===== config.mk =====
export PLATFORM = sky130hd
export DESIGN_NAME = bitfield_unit
export DESIGN_NICKNAME = d
export VERILOG_FILES = /design/src/rtl/bitfield_unit.sv
export SDC_FILE = /design/constraint.sdc
export NUM_CORES = 1
export LEC_CHECK = 0
export CORE_ASPECT_RATIO = 0.75
export CORE_MARGIN = 8
export CORE_UTILIZATION = 27
export DETAILED_ROUTE_END_ITERATION = 10
export PLACE_DENSITY_LB_ADDON = 0.1
export SETUP_SLACK_MARGIN = 0.1
export SLEW_MARGIN = 15
export SYNTH_ARGS = -nofsm -noshare
export SYNTH_HDL_FRONTEND = slang
export SYNTH_SLANG_ARGS = --single-unit
export TNS_END_PERCENT = 100

===== constraint.sdc =====
create_clock -name clk -period 2.7 [get_ports clk]
set_input_delay 0.54 -clock clk [delete_from_list [all_inputs] [get_ports clk]]
set_output_delay 0.54 -clock clk [all_outputs]
set_load 0.03 [all_outputs]

===== src/rtl/bitfield_unit.sv =====
// bitfield_unit: two-stage EXT/INS bitfield execution unit.
// Stage 1 aligns rs and builds the mask; stage 2 applies it.
module bitfield_unit #(
  parameter int TAG_W = 6
) (
  input  logic             clk,
  input  logic             reset_n,
  input  logic             flush,
  input  logic             in_valid,
  output logic             in_ready,
  input  logic             in_op,
  input  logic [31:0]      in_rs,
  input  logic [31:0]      in_rt,
  input  logic [4:0]       in_lsb,
  input  logic [4:0]       in_msbd,
  input  logic [TAG_W-1:0] in_tag,
  output logic             out_valid,
  input  logic             out_ready,
  output logic [31:0]      out_result,
  output logic [TAG_W-1:0] out_tag
);

  typedef struct packed {
    logic             op;
    logic [31:0]      aligned;
    logic [31:0]      mask;
    logic [31:0]      rt;
    logic [TAG_W-1:0] tag;
  } s1_t;

  logic        s1_valid;
  s1_t         s1_q;
  s1_t         s1_d;
  logic        s1_advance;
  logic        accept;
  logic [31:0] hi_mask;
  logic [31:0] lo_mask;
  logic [31:0] s2_res;

  assign s1_advance = !out_valid || out_ready;
  assign in_ready   = !s1_valid || s1_advance;
  assign accept     = in_valid && in_ready && !flush;

  // Align operand; hi covers [msbd:0], lo covers [31:lsb].
  // For INS, msb < lsb makes hi & lo empty, leaving rt intact.
  always_comb begin
    hi_mask    = 32'hFFFF_FFFF >> (5'd31 - in_msbd);
    lo_mask    = 32'hFFFF_FFFF << in_lsb;
    s1_d.op    = in_op;
    s1_d.rt    = in_rt;
    s1_d.tag   = in_tag;
    if (in_op) begin
      s1_d.aligned = in_rs << in_lsb;
      s1_d.mask    = hi_mask & lo_mask;
    end else begin
      s1_d.aligned = in_rs >> in_lsb;
      s1_d.mask    = hi_mask;
    end
  end

  // Apply the mask: zero-extend for EXT, merge into rt for INS.
  always_comb begin
    if (s1_q.op)
      s2_res = (s1_q.rt & ~s1_q.mask)
             | (s1_q.aligned & s1_q.mask);
    else
      s2_res = s1_q.aligned & s1_q.mask;
  end

  // Stage 1 register: loads on accept, holds while stalled.
  always_ff @(posedge clk or negedge reset_n) begin
    if (!reset_n) begin
      s1_valid <= 1'b0;
      s1_q     <= '0;
    end else begin
      if (flush)
        s1_valid <= 1'b0;
      else if (in_ready)
        s1_valid <= in_valid;
      if (accept)
        s1_q <= s1_d;
    end
  end

  // Stage 2 / output register: holds under backpressure.
  always_ff @(posedge clk or negedge reset_n) begin
    if (!reset_n) begin
      out_valid  <= 1'b0;
      out_result <= '0;
      out_tag    <= '0;
    end else begin
      if (flush)
        out_valid <= 1'b0;
      else if (s1_advance)
        out_valid <= s1_valid;
      if (!flush && s1_advance && s1_valid) begin
        out_result <= s2_res;
        out_tag    <= s1_q.tag;
      end
    end
  end

endmodule


# After elaboration in Yosys (flattened, before gate mapping)

Cells that the tools add are included.

Bits in registers: 143
Bits of input ports: 86
Output and inout port bits: 40
Word-level logic and storage cells: 36

Add/sub/neg operators: 1
Mux-type cells: 6
Bitwise gates (word level): 5
Reduce and logical (&&, ||, !) cells: 11
Shifts and indexed selects: 4

Operators by type and width:

| operator                                           | number |
|---|---|
| AND 32 bit                                         | 3 |
| two-way mux 64 bit                                 | 1 |
| two-way mux 32 bit                                 | 1 |
| NOT 32 bit                                         | 1 |
| bitwise OR 32 bit                                  | 1 |
| << shifter 32 x 5 -> 32 bit                        | 1 |
| << shifter 32 x 5 -> 32 bit (first input constant) | 1 |
| >> shifter 32 x 5 -> 32 bit                        | 1 |
| >> shifter 32 x 5 -> 32 bit (first input constant) | 1 |
| subtractor 5 bit (first input constant)            | 1 |
| logical AND 1 bit                                  | 4 |
| two-way mux 1 bit                                  | 4 |
| nonzero test 2 bit                                 | 2 |
| zero test 1 bit                                    | 3 |
| logical OR 1 bit                                   | 2 |

# Longest topological paths before layout

Word-level depth: 5
Mapped depth: 9
Gate-level depth less buffers: 5

# Worst setup path after synthesis

OpenSTA, ideal clock, no wires.

Path kind: input to register
Start: input in_lsb[0]
End: register s1_q[73] in the netlist's numbering
Required time: 2.577 ns
Setup slack: 0.474 ns
Cell stages on the path: 6
Arrival: 2.103 ns
Cell sequence: buf_6 -> buf_8 -> mux4_2 -> mux4_2 -> a211oi_1 -> nor2_1

Word-level cells in the longest chain between the ends: 2

RTL lines:

| element                                                                    | line   | RTL |
|---|---|---|
| start: declaration                                                         | 14     | `input logic [4:0] in_lsb,` |
| >> shifter 32 x 5 -> 32 bit or << shifter 32 x 5 -> 32 bit (tied branches) | 56, 53 |  |
| two-way mux 64 bit (*)                                                     | 52     | `if (in_op) begin` |
| end signal: assignment                                                     | 74     | `s1_q <= '0;` |
| end signal: assignment                                                     | 81     | `s1_q <= s1_d;` |
| end: declaration                                                           | 32     | `s1_t s1_q;` |

Mark *: on every way between the ends. The rest lies on a longest branch, timed or not.
A chain may end at the register's enable or synchronous reset.

# Final worst setup path

Start: input in_rs[25]
End: register s1_q[92] in the netlist's numbering

Word-level cells in the longest chain between the ends: 2

RTL lines:

| element                                                                    | line   | RTL |
|---|---|---|
| start: declaration                                                         | 12     | `input logic [31:0] in_rs,` |
| >> shifter 32 x 5 -> 32 bit or << shifter 32 x 5 -> 32 bit (tied branches) | 56, 53 |  |
| two-way mux 64 bit (*)                                                     | 52     |  |

Marked as above.

==> out/metrics.cfg <==
[run_status]
outcome=complete, no violations

[clock_tree]
cts.clk_slew.worst_paths_ps=60
cts_tree=done
cts.path.max_buffers=2
cts_sinks=143
cts_setup_buffers=0
cts.repair.resized=0
cts.htree.levels=4
numCtsBuffers=17
insertion_delay_ps=440
cts_hold_buf=0
root_buffer=clkbuf_16

[power_and_ir_drop]
power_frac_comb=0.327
internal_power_mw=5.02
switching_share=0.340
vdd_drop_max_mv=0.425
power.density_mw_per_mm2=570
p_seq_frac=0.363
total_power_mw=7.61
p_sw_mw=2.59
power_frac_clock=0.310
power.leakage_nw=5.70

[yosys]
synth-edff-count=0
syn-instance-count=1113
synth.ff_latch_count=143
synth_area_mm2=0.00986
yosys_most_used_dff=dfrtp_1
synth.avg_cell_area_um2=8.86
yosys_warnings=0
synth_cell_types=68
async_flop_share=1.00
ys_seq_area_frac=0.363
syn_nets=1199

[floorplan]
ios=126
dieArea_mm2=0.0430
rows=60
start_util=0.274
die_w_um=237
core_mm2=0.0360
die_y_um=182

[setup_path]
crit_family=buffers and inverters
slowest_stage=mux4_2
crit_buf_inv=3
crit_path_max_fanout=5
slowest_delay_ps=560
critical_path_class=input port to flop
crit_chain=clkdlybuf4s50_1 > mux4_2 > mux2i_1 > buf_4 > a21oi_1 > a221oi_1 > buf_4 > a21oi_1
end_kind=flop
cp.arrival_ps=2900
required_ps=3010
cp-start-kind=input port

[placed_design]
post-place-ws_ps=-252
routabilityCongestion=0.961
dpl.hpwl_um=33700
io_buffers=125
placedCellCount=1786

[grt]
grt_pass1_vias=9746
grt_max_degree=58
overflow=0
grtUsageTotal=0.201
grt_pass1_wl_um=65400
antenna_found_initial=0

[layout]
diodes=0
area.sequential_mm2=0.00358
final_cell_mix=247 x nand2_1, 161 x buf_4, 143 x dfrtp_1
layout-drive-gt1-share=0.219
fill_cells=3750
final_common_cell=nand2_1
multi_input_area_mm2=0.00583
area_growth_pct=35.5
nets=1426
final_cells=1817

[sta]
setup_ws_ps=118
fin_setup_tns_ps=0
post-route-min-period_ps=2580
timing.fmax_mhz=387
min_period_over_period=0.956
setup_viol=0
rsz0062_at_grt=no
whs_ps=74.8
maxSlewHeadroom=0.441
fin_skew_ps=12.2
max_slew.worst_pin.slew_ps=838
hold_viol=0
drv_slew=0

[route]
vias_per_cell=5.43
first_iter_violations=989
drc=0
via_count=9864
wl_per_cell_um=24.0
drtAntennaViolNets=0
first_pass_iters=6
routed_wl_um=43600

[job]
cap_violations=0

[min_path]
hold_class=input port to async pin

synth_stat cells (all sizes together), types with 13 or more instances:
master	count	area (um2)
nor2	118	443
o21ai	40	200
clkbuf	52	195
dfrtp	143	3580
mux2	27	304
mux4	56	1260
a21oi	106	531
mux2i	49	490
buf	42	250
nand2	247	927
nor2b	13	81.3
nand3	16	80.1
layer usage:
layer,vias to the layer above,share of wire,track usage
li1,4510,-,-
met1,4947,0.49,0.298
met3,36,0.084,0.0635
met2,371,0.42,0.283
met5,-,0,0
met4,0,0.013,0.0365
registers in the layout, indices dropped and copies added (netlist names):
| register | flops |
|---|---|
| s1_q | 103 |
| out_result | 32 |
| out_tag | 6 |
| out_valid | 1 |
| s1_valid | 1 |
metrics by stage:
stage,area [um2],util
2_1_floorplan,9860,-
5_1_grt,13400,0.372
4_1_cts,13400,0.372
3_3_place_gp,12800,0.356
3_5_place_dp,12800,0.356
6_report,13400,0.372
worst paths after layout:
| path | startpoint | endpoint | slack, ps | depth (start not counted) |
|---|---|---|---|---|
| max | in_rs[25] | s1_q[92] | 120 | 8 |
| min | reset_n | s1_q[2] | 70 | 1 |
| max reg2reg | s1_valid | s1_q[92] | 850 | 6 |
| min reg2reg | s1_q[26] | s1_q[26] | 470 | 2 |
| max in group asynchronous | reset_n | out_tag[0] | 1960 | 2 |
| min in group clk | s1_q[26] | s1_q[26] | 470 | 2 |
power groups by stage:
stage	clock [mW]	combinational (mW)	sequential [mW]
after floorplan	0	1.04	2.96
after global placement	0	2.48	2.81
after detailed placement	0	2.47	2.81
after CTS	2.42	2.49	2.78
after global routing	2.52	2.67	2.81
final	2.36	2.49	2.77
cell type report:
type / count / share of cell area
clock buffer: 25 / 0.0363
timing repair buffer: 302 / 0.208
tap: 465 / 0.0435
inverter: 7 / 0.00197
multi-input combinational: 869 / 0.436
sequential: 143 / 0.268
clock inverter: 6 / 0.00618
cell families after synthesis:
| group | after synthesis | synth area share |
|---|---|---|
| flops | 143 | 0.363 |
| simple gates | 456 | 0.195 |
| compound gates | 281 | 0.186 |
| mux | 132 | 0.208 |
| buf+inv | 101 | 0.0478 |
Power figures use the tool's default switching activity.
